$ cat src/rtl/fetch_stall_controller.sv
// Fetch front-end sequencer around the IF/ID register.
// It produces the PC and IF/ID enables from the cache hit, the branch redirect
// and the load-use hazard. On an I-cache miss it refills one line with a
// req/ack handshake and counts the miss.
module fetch_stall_controller #(
    parameter int LINE_WORDS = 4,
    parameter int CNT_WIDTH  = 16,
    localparam int IDX_W     = $clog2(LINE_WORDS)
) (
    input  logic                 Clk,
    input  logic                 Reset,
    input  logic                 hit,
    input  logic [31:0]          fetchAddr,
    input  logic                 branchTaken,
    input  logic                 loadUseHazard,
    input  logic                 memAck,
    output logic                 memReq,
    output logic [31:0]          memAddr,
    output logic                 refillWe,
    output logic [IDX_W-1:0]     refillIdx,
    output logic                 pcWrite,
    output logic                 ifidWrite,
    output logic                 ifidFlush,
    output logic [CNT_WIDTH-1:0] missCount
);

    typedef enum logic [1:0] {
        ST_RUN    = 2'd0,
        ST_REFILL = 2'd1,
        ST_RESUME = 2'd2
    } state_t;

    // Byte-offset bits inside one line (word index plus the 2-bit byte offset).
    localparam int               OFF_W     = IDX_W + 2;
    localparam logic [31:0]      LINE_MASK = ~((32'd1 << OFF_W) - 32'd1);
    localparam logic [IDX_W-1:0] LAST_IDX  = IDX_W'(LINE_WORDS - 1);
    localparam logic [CNT_WIDTH-1:0] CNT_MAX = {CNT_WIDTH{1'b1}};

    state_t                 state_r;
    logic [31:0]            line_base_r;
    logic [IDX_W-1:0]       refill_idx_r;
    logic [CNT_WIDTH-1:0]   miss_count_r;

    logic                   miss_start_s;
    logic                   ack_s;

    // Refill word address: line base plus the current word index in bytes.
    assign memAddr   = line_base_r + {{(30 - IDX_W){1'b0}}, refill_idx_r, 2'b00};
    assign refillIdx = refill_idx_r;
    assign missCount = miss_count_r;

    // Front-end controls and refill handshake; Reset forces IF/ID to be cleared.
    always_comb begin
        pcWrite      = 1'b0;
        ifidWrite    = 1'b1;
        ifidFlush    = 1'b1;
        memReq       = 1'b0;
        refillWe     = 1'b0;
        miss_start_s = 1'b0;
        ack_s        = 1'b0;
        if (Reset) begin
            pcWrite   = 1'b0;
            ifidWrite = 1'b1;
            ifidFlush = 1'b1;
        end else begin
            case (state_r)
                ST_RUN: begin
                    if (branchTaken) begin
                        // Wrong-path fetch is squashed; any miss on it is irrelevant.
                        pcWrite   = 1'b1;
                        ifidWrite = 1'b1;
                        ifidFlush = 1'b1;
                    end else if (loadUseHazard) begin
                        // Hold everything; the same PC is looked up again next cycle.
                        pcWrite   = 1'b0;
                        ifidWrite = 1'b0;
                        ifidFlush = 1'b0;
                    end else if (!hit) begin
                        // ID advances, a bubble enters, refill starts next cycle.
                        pcWrite      = 1'b0;
                        ifidWrite    = 1'b1;
                        ifidFlush    = 1'b1;
                        miss_start_s = 1'b1;
                    end else begin
                        pcWrite   = 1'b1;
                        ifidWrite = 1'b1;
                        ifidFlush = 1'b0;
                    end
                end
                ST_REFILL: begin
                    memReq   = 1'b1;
                    refillWe = memAck;
                    ack_s    = memAck;
                end
                ST_RESUME: begin
                    memReq = 1'b0;
                end
                default: begin
                    memReq = 1'b0;
                end
            endcase
        end
    end

    // State, line base, word index and saturating miss counter.
    always_ff @(posedge Clk) begin
        if (Reset) begin
            state_r      <= ST_RUN;
            line_base_r  <= 32'd0;
            refill_idx_r <= '0;
            miss_count_r <= '0;
        end else begin
            case (state_r)
                ST_RUN: begin
                    if (miss_start_s) begin
                        line_base_r  <= fetchAddr & LINE_MASK;
                        refill_idx_r <= '0;
                        if (miss_count_r != CNT_MAX) begin
                            miss_count_r <= miss_count_r + CNT_WIDTH'(1);
                        end
                        state_r <= ST_REFILL;
                    end
                end
                ST_REFILL: begin
                    if (ack_s) begin
                        if (refill_idx_r == LAST_IDX) begin
                            refill_idx_r <= '0;
                            state_r      <= ST_RESUME;
                        end else begin
                            refill_idx_r <= refill_idx_r + IDX_W'(1);
                        end
                    end
                end
                ST_RESUME: begin
                    state_r <= ST_RUN;
                end
                default: begin
                    state_r <= ST_RUN;
                end
            endcase
        end
    end

endmodule
$ cat config.mk
export PLATFORM = sky130hd
export DESIGN_NAME = fetch_stall_controller
export DESIGN_NICKNAME = d
export VERILOG_FILES = /design/src/rtl/fetch_stall_controller.sv
export SDC_FILE = /design/constraint.sdc
export NUM_CORES = 1
export LEC_CHECK = 0
export CAP_MARGIN = 20
export CELL_PAD_IN_SITES_DETAIL_PLACEMENT = 0
export CELL_PAD_IN_SITES_GLOBAL_PLACEMENT = 1
export CORE_MARGIN = 8
export CORE_UTILIZATION = 31
export CTS_CLUSTER_SIZE = 20
export DETAILED_ROUTE_END_ITERATION = 8
export PLACE_DENSITY_LB_ADDON = 0.1
export SLEW_MARGIN = 0
export SYNTH_ARGS = -nofsm -noshare
export SYNTH_HDL_FRONTEND = slang
export SYNTH_SLANG_ARGS = --single-unit
$ cat constraint.sdc
create_clock -name Clk -period 2.7 [get_ports Clk]
set_input_delay 0.54 -clock Clk [delete_from_list [all_inputs] [get_ports Clk]]
set_output_delay 0.54 -clock Clk [all_outputs]
set_load 0.005 [all_outputs]
**Word level (Yosys, flattened, before mapping)**

Index checks and enable logic that the tools add are counted.

- Eq/ne operators: 6
- $add $sub $neg: 3
- Mux-type cells: 29
- Reduce and logical (&&, ||, !) cells: 6

Operators with widths:

| kind | number |
|---|---|
| $add A32 B4 Y32 | 1 |
| $mux W1 | 21 |
| $add A16 B1 Y16 const B | 1 |
| $ne A16 B16 Y1 const B | 1 |
| $mux W2 | 6 |
| $reduce_and A3 Y1 | 3 |
| $pmux W2 S2 | 2 |
| $ne A2 B2 Y1 const B | 3 |
| $add A2 B1 Y2 const B | 1 |
| $eq A2 B1 Y1 const B | 1 |
| $eq A2 B2 Y1 const B | 1 |
| $logic_not A2 Y1 | 1 |
| $reduce_and A2 Y1 | 1 |
| $reduce_bool A2 Y1 | 1 |

- Logic and storage cells: 48
- Output and inout port bits: 55
- Bits of input ports: 38
- Flip-flop bits (word level): 48

**Longest topological paths before layout**

Gate-level depths: netlist of run 1.

- Word-level depth: 7
- Depth in mapped cells: 6
- Gate-level depth less buffers: 5

**Worst setup path before layout of run 1**

OpenSTA, ideal clock, no wires.

- Path type: input to register
- From: input Reset
- To: register miss_count_r[3], in the netlist missCount[3]
- Setup time: 0.071 ns
- Stages on the path: 4
- Arrival time: 1.864 ns
- Required time: 2.629 ns
- Slack: 0.766 ns
- Buffers on the path: 0
- Path through: or4_4 > nor3_4 > or4b_1 > a21oi_1

- Longest elaborated chain between the ends: 2

Ends and longest elaborated chain:

| what | RTL line | text |
|---|---|---|
| start, declared | 11 | `input logic Reset,` |
| $mux W1 | 61 | `if (Reset) begin` |
| $reduce_and A3 Y1 (no source line) | -- |  |
| end signal, assigned | 119 | `miss_count_r <= miss_count_r + CNT_WIDTH'(1);` |
| end, declared | 42 | `logic [CNT_WIDTH-1:0] miss_count_r;` |

Parallel ways exist; a longest one is shown, timed or not.
A chain may end at the register's enable or synchronous reset.

**Worst setup path after layout of run 1**

- From: input Reset
- To: output ifidWrite

- Longest elaborated chain between the ends: 1

Ends and longest elaborated chain:

| what | RTL line | text |
|---|---|---|
| $mux W1 | 61 |  |
| end, declared | 22 | `output logic ifidWrite,` |

No other way between the ends.

==> results.json, run 1 <==
{
  "io_buffers": 86,
  "insertion_delay_ns": 0.31,
  "yosysWarnings": 0,
  "fin_ws_ns": 0.1142,
  "clkTransAtPathRegs_ns": 0.10,
  "vias": 2120,
  "final.setup.tns_ns": 0,
  "ys_ff_latch": 48,
  "status": "finished, final reports clean",
  "tightest_slew_ns": 0.8309,
  "core_sq_mm": 0.006644,
  "grt.total_usage_pct": 13.33,
  "critPathArrivalTime_ns": 2.05,
  "grt_pass1_wl_um": 10490,
  "ant_nets": 0,
  "cap_violations": 0,
  "synth_ff_type": "dfxtp_1",
  "hp-class": "flip-flop to flip-flop",
  "final_cell_area_sq_mm": 0.003149,
  "cp-start-kind": "input port",
  "drive_gt1_share_pct": 7.205,
  "die_w_um": 97.83,
  "cts_made_buffers": 5,
  "power_density_mw_per_mm2": 453.5,
  "final_util_pct": 47.40,
  "cp-end-kind": "output port",
  "finalPower_mw": 1.428,
  "p_comb_share_pct": 10.5,
  "clkPwrFrac_pct": 38.1,
  "relSlewSlack_pct": 44.09,
  "dr.pass1.iters": 4,
  "drt-total-wl_um": 6312,
  "worstPathRequired_ns": 2.16,
  "power_frac_seq_pct": 51.4,
  "p_sw_uw": 335.6,
  "cts_buffer_depth": 2,
  "syn_area_per_cell_sq_um": 8.014,
  "period_minus_slack_ns": 2.586,
  "fmax_mhz": 386.7,
  "path_class": "input port to output port",
  "start_util_pct": 31.24,
  "rsz0062_at_grt": "false",
  "placed_area_sq_mm": 0.003038,
  "postCtsSetupBuffers": 0,
  "antenna_found_initial": 0,
  "placementRows": 30,
  "viasPerCell": 4.965,
  "dieArea_sq_mm": 0.009571,
  "drc_errors": 0,
  "skew_ns": 0.005181,
  "preCtsSetupSlack_ns": 0.1158,
  "reg2reg_slack_ns": 0.72,
  "place_congestion": 0.7966,
  "p_sw_share_pct": 23.50,
  "dpl.hpwl_um": 4657,
  "seq_area_frac_synth_pct": 46.29,
  "p_leak_nw": 1.219,
  "async_flop_share_pct": 0,
  "wl_per_cell_um": 14.78,
  "htree_levels": 2,
  "clock-sinks": 48,
  "synth.distinct_cells": 43,
  "insertedDiodeCount": 0,
  "finalHoldViolCount": 0,
  "vdd_drop_max_mv": 0.2760,
  "grt_pass1_vias": 2130,
  "synth_edf_count": 0,
  "setup_viol": 0,
  "netlist_instances": 259,
  "slew_violations": 0,
  "die_h_um": 97.83,
  "cts_tree": "done",
  "cts_resized": 0,
  "cts-root-buf": "clkbuf_8",
  "fin_nets": 386,
  "internal-power_mw": 1.092,
  "synthesis.area_sq_mm": 0.002076,
  "min_period_over_period_pct": 95.77,
  "overflow": 0,
  "area_growth_pct": 51.72,
  "crit_fanout": 6,
  "grt_start_max_net_pins": 23,
  "ctsHoldBuffers": 0,
  "ios": 93,
  "drt_iter0_drc": 66
}
==> path summary, 6_finish.rpt <==
path,from,cells after the start,endpoint
worst min register to register,line_base_r[24],2,line_base_r[24]
worst max register to register,missCount[3],4,missCount[6]
worst max-delay path,Reset,4,ifidWrite
worst min-delay path,line_base_r[24],2,line_base_r[24]
==> placed cells by master (no fill, tap or decap), types with 2 or more instances in the layout <==
cell type,n
inv_1,8
nand4_1,6
ha_1,2
nand2_1,69
buf_4,10
nor2_1,11
o21ai_0,2
or4b_1,2
clkdlybuf4s50_1,86
nand3_1,34
nor4_1,3
a311oi_1,3
o41ai_1,4
a41o_1,2
clkbuf_8,5
a31oi_1,6
nor4_2,3
o31ai_1,2
conb_1,2
and2_1,2
nand3b_1,2
dfxtp_1,48
nor3b_1,2
a21oi_1,8
nor3_1,4
==> cells by family (layout without fill, tap and decap cells) <==
logic type / Yosys count / in the layout / synth area share [%]
flip-flops: 48 / 48 / 46.29
AND/OR/NAND/NOR: 148 / 148 / 35.08
AO/OA/AOI/OAI: 34 / 34 / 11.39
buffers and inverters: 25 / 112 / 5.304
multiplexers: 1 / 1 / 0.5425
adder cells (fa/ha/maj): 2 / 2 / 1.205
other: 1 / 2 / 0.1807
==> area by class of cell <==
| class | count | area (sq um) |
|---|---|---|
| timing repair buffer | 96 | 935.9 |
| multi-input combinational | 187 | 1011 |
| clock inverter | 3 | 42.54 |
| tap | 80 | 100.1 |
| fill | 670 | 3495 |
| clock buffer | 5 | 68.82 |
| inverter | 8 | 30.03 |
| sequential | 48 | 960.9 |
==> layer usage <==
layer / vias up / routed length, um / track usage [%]
met3: 7 / 605 / 6.472
met5: - / 0 / 0
met1: 968 / 2756 / 14.97
li1: 1080 / - / -
met4: 0 / 80 / 4.676
met2: 65 / 2870 / 21.44
==> per-stage QoR <==
step / hold WS (ns) / cells
6_report: 0.4561 / 427
5_1_grt: 0.4733 / 427
4_1_cts: 0.4602 / 427
3_5_place_dp: 0.4458 / 419
3_3_place_gp: 0.4411 / 419
2_1_floorplan: 0.4503 / 260
==> cell usage after synthesis (4+ instances only) <==
cell type  number  area [sq um]
nand2_1        69         259.0
dfxtp_1        48         960.9
nand3_1        34         170.2
nor2_1         12         45.04
a21oi_1         8         40.04
clkbuf_1        8         30.03
inv_1           8         30.03
a31oi_1         6         37.54
nand4_1         6         37.54
buf_1           4         15.01
buf_4           4         30.03
nor3_1          4         20.02
o41ai_1         4         35.03
==> worst max-delay path: stages <==
cell and delay [ns]:
clkdlybuf4s50_1 0.50, nor4_2 0.44, nand2_1 0.10, clkdlybuf4s50_1 0.46
==> power by group through the flow <==
stage | logic [mW] | registers [mW] | clock network, mW
3_3_place_gp | 0.151 | 0.751 | 0
6_report | 0.149 | 0.735 | 0.544
5_1_grt | 0.165 | 0.737 | 0.580
3_5_place_dp | 0.152 | 0.751 | 0
4_1_cts | 0.153 | 0.735 | 0.559
2_1_floorplan | 0.0460 | 0.752 | 0
==> state kept, by name, indices dropped and copies added, names as in the netlist <==
register and cells:
missCount 16, line_base_r 28, refillIdx 2, state_r 2
Power figures use the tool's default switching activity.
==> run 2: changes to the inputs <==
--- a/config.mk
+++ b/config.mk
@@ -5,6 +5,7 @@
 export SDC_FILE = /design/constraint.sdc
 export NUM_CORES = 1
 export LEC_CHECK = 0
+export ABC_AREA = 0
 export CAP_MARGIN = 20
 export CELL_PAD_IN_SITES_DETAIL_PLACEMENT = 0
 export CELL_PAD_IN_SITES_GLOBAL_PLACEMENT = 1
==> results of run 2 <==
Final layout, timing and power as in run 1 (identical DEF).
==> run 3: changes to the inputs <==
--- a/config.mk
+++ b/config.mk
@@ -7,13 +7,12 @@
 export LEC_CHECK = 0
 export ABC_AREA = 0
 export CAP_MARGIN = 20
-export CELL_PAD_IN_SITES_DETAIL_PLACEMENT = 0
-export CELL_PAD_IN_SITES_GLOBAL_PLACEMENT = 1
 export CORE_MARGIN = 8
-export CORE_UTILIZATION = 31
+export CORE_UTILIZATION = 45
 export CTS_CLUSTER_SIZE = 20
 export DETAILED_ROUTE_END_ITERATION = 8
-export PLACE_DENSITY_LB_ADDON = 0.1
+export GPL_ROUTABILITY_DRIVEN = 0
+export PLACE_DENSITY = 0.86
 export SLEW_MARGIN = 0
 export SYNTH_ARGS = -nofsm -noshare
 export SYNTH_HDL_FRONTEND = slang
==> results.json, run 3 (synthesis results as in run 1) <==
{
  "htree_levels": 2,
  "cpMostUsedCell": "clkdlybuf4s50_1",
  "cts_resized": 0,
  "grt.total_usage_pct": 17.07,
  "tightest_slew_ns": 0.7658,
  "postCtsSetupBuffers": 0,
  "final.setup.tns_ns": 0,
  "vdd_drop_max_mv": 0.3897,
  "critical-path-top-delay-family": "buffers and inverters",
  "clock-sinks": 48,
  "cts-root-buf": "clkbuf_8",
  "slowest_delay_ns": 0.52,
  "antenna_found_initial": 0,
  "p_comb_share_pct": 11.5,
  "layout.cells.most_common": "clkdlybuf4s50_1",
  "cp-start-kind": "input port",
  "fin_nets": 385,
  "relSlewSlack_pct": 48.52,
  "setup_viol": 0,
  "fmax_mhz": 385.5,
  "cts_made_buffers": 5,
  "overflow": 0,
  "dpl.hpwl_um": 4614,
  "skew_ns": 0.004360,
  "worstPathRequired_ns": 2.16,
  "cts_buffer_depth": 2,
  "drc_errors": 0,
  "cts_tree": "done",
  "start_util_pct": 47.02,
  "ant_nets": 0,
  "insertedDiodeCount": 0,
  "wl_per_cell_um": 15.47,
  "ctsHoldBuffers": 0,
  "drt_iter0_drc": 141,
  "io_buffers": 86,
  "p_sw_share_pct": 23.39,
  "drt-total-wl_um": 6142,
  "cap_violations": 0,
  "p_leak_nw": 1.200,
  "crit_slowest_cell": "clkdlybuf4s50_1",
  "r2r-end": "missCount[5]",
  "min_to": "line_base_r[12]",
  "crit_chain": "clkdlybuf4s50_1 > nor3b_1 > buf_4 > and2_1 > clkdlybuf4s50_1",
  "internal-power_uw": 993.3,
  "num-fill-cells": 371,
  "viasPerCell": 5.446,
  "min_period_over_period_pct": 96.07,
  "power_frac_seq_pct": 56.7,
  "ios": 93,
  "clkTransAtPathRegs_ns": 0.08,
  "min_path_cells": 2,
  "grt_start_max_net_pins": 28,
  "cp-end-kind": "output port",
  "grt_pass1_vias": 2182,
  "placementRows": 24,
  "dr.pass1.iters": 4,
  "hp-class": "flip-flop to flip-flop",
  "path_class": "input port to output port",
  "cp.buffers_inverters": 3,
  "finalHoldViolCount": 0,
  "reg2reg_slack_ns": 0.72,
  "die_h_um": 83.92,
  "largest_reg_flops": 28,
  "rsz0062_at_grt": "false",
  "dieArea_sq_mm": 0.007042,
  "p_sw_uw": 303.2,
  "holdWs_ns": 0.4585,
  "die_w_um": 83.92,
  "worstRegToRegCells": 4,
  "area_growth_pct": 48.22,
  "vias": 2162,
  "status": "finished, final reports clean",
  "slew_violations": 0,
  "hold_path.startpoint": "line_base_r[12]",
  "top_register": "line_base_r",
  "drive_gt1_share_pct": 6.667,
  "insertion_delay_ns": 0.30,
  "clkPwrFrac_pct": 31.8,
  "final_cell_mix": "86 x clkdlybuf4s50_1, 69 x nand2_1, 48 x dfxtp_1",
  "grt_pass1_wl_um": 10190,
  "period_minus_slack_ns": 2.594,
  "core_sq_mm": 0.004414,
  "critPathArrivalTime_ns": 2.05,
  "crit_fanout": 6,
  "power_density_mw_per_mm2": 421.4,
  "r2r_start": "missCount[3]"
}
==> run 3: changes by cell type in the layout (fill, tap and decap cells not counted), sizes merged <==
cell,previous run,this run
buf,10,9
bufinv,1,0
==> run 3: per-stage QoR <==
step                      area (sq um)  setup WS (ns)  std cells  power, mW  util (%)
final                             3077         0.1062        397      1.297     69.70
after global routing              3077      0.0006910        397      1.353     69.70
after CTS                         3077         0.1037        397      1.306     69.70
after detailed placement          2995        0.06199        390     0.9020     67.86
after global placement            2995         0.1214        390     0.8986     67.86
after floorplan                   2079         0.7659        260     0.7981         -
==> run 3: per-layer routing <==
metal / up-vias / GRT usage, % / wire length [um]
met1: 985 / 18.51 / 2500
li1: 1072 / - / -
met5: - / 0 / 0
met2: 100 / 27.65 / 2847
met3: 5 / 9.570 / 733
met4: 0 / 5.024 / 59
==> run 3: power groups by stage <==
stage | clock (mW) | sequential (mW) | combinational [mW]
after floorplan | 0 | 0.752 | 0.0460
after CTS | 0.419 | 0.735 | 0.151
after detailed placement | 0 | 0.752 | 0.150
after global routing | 0.453 | 0.738 | 0.163
after global placement | 0 | 0.751 | 0.148
final | 0.412 | 0.735 | 0.149
==> run 3: cell type report <==
class	instances	area, sq um	share of cell area [%]
well taps	52	65.06	2.115
inverters	8	30.03	0.9760
flip-flops and latches	48	960.9	31.23
clock inverters	2	12.51	0.4067
multi-input cells	187	1011	32.86
repair buffers	95	928.4	30.17
clock buffers	5	68.82	2.237
==> run 3: how the worst max path moves through the flow <==
stage / startpoint / end / slack (ns) / cells after the start
floorplan: Reset / missCount[3] / 0.77 / 4
global placement: Reset / missCount[3] / 0.12 / 5
detailed placement: Reset / missCount[5] / 0.06 / 5
CTS: Reset / refillWe / 0.10 / 5
global route: Reset / refillWe / 0.0007 / 5
finish: Reset / refillWe / 0.11 / 5
==> run 3: worst min-delay path: cells and delay by family (launching register included) <==
family	cells	cell delay [ns]
flip-flops	1	0.32
AND/OR/NAND/NOR	2	0.11
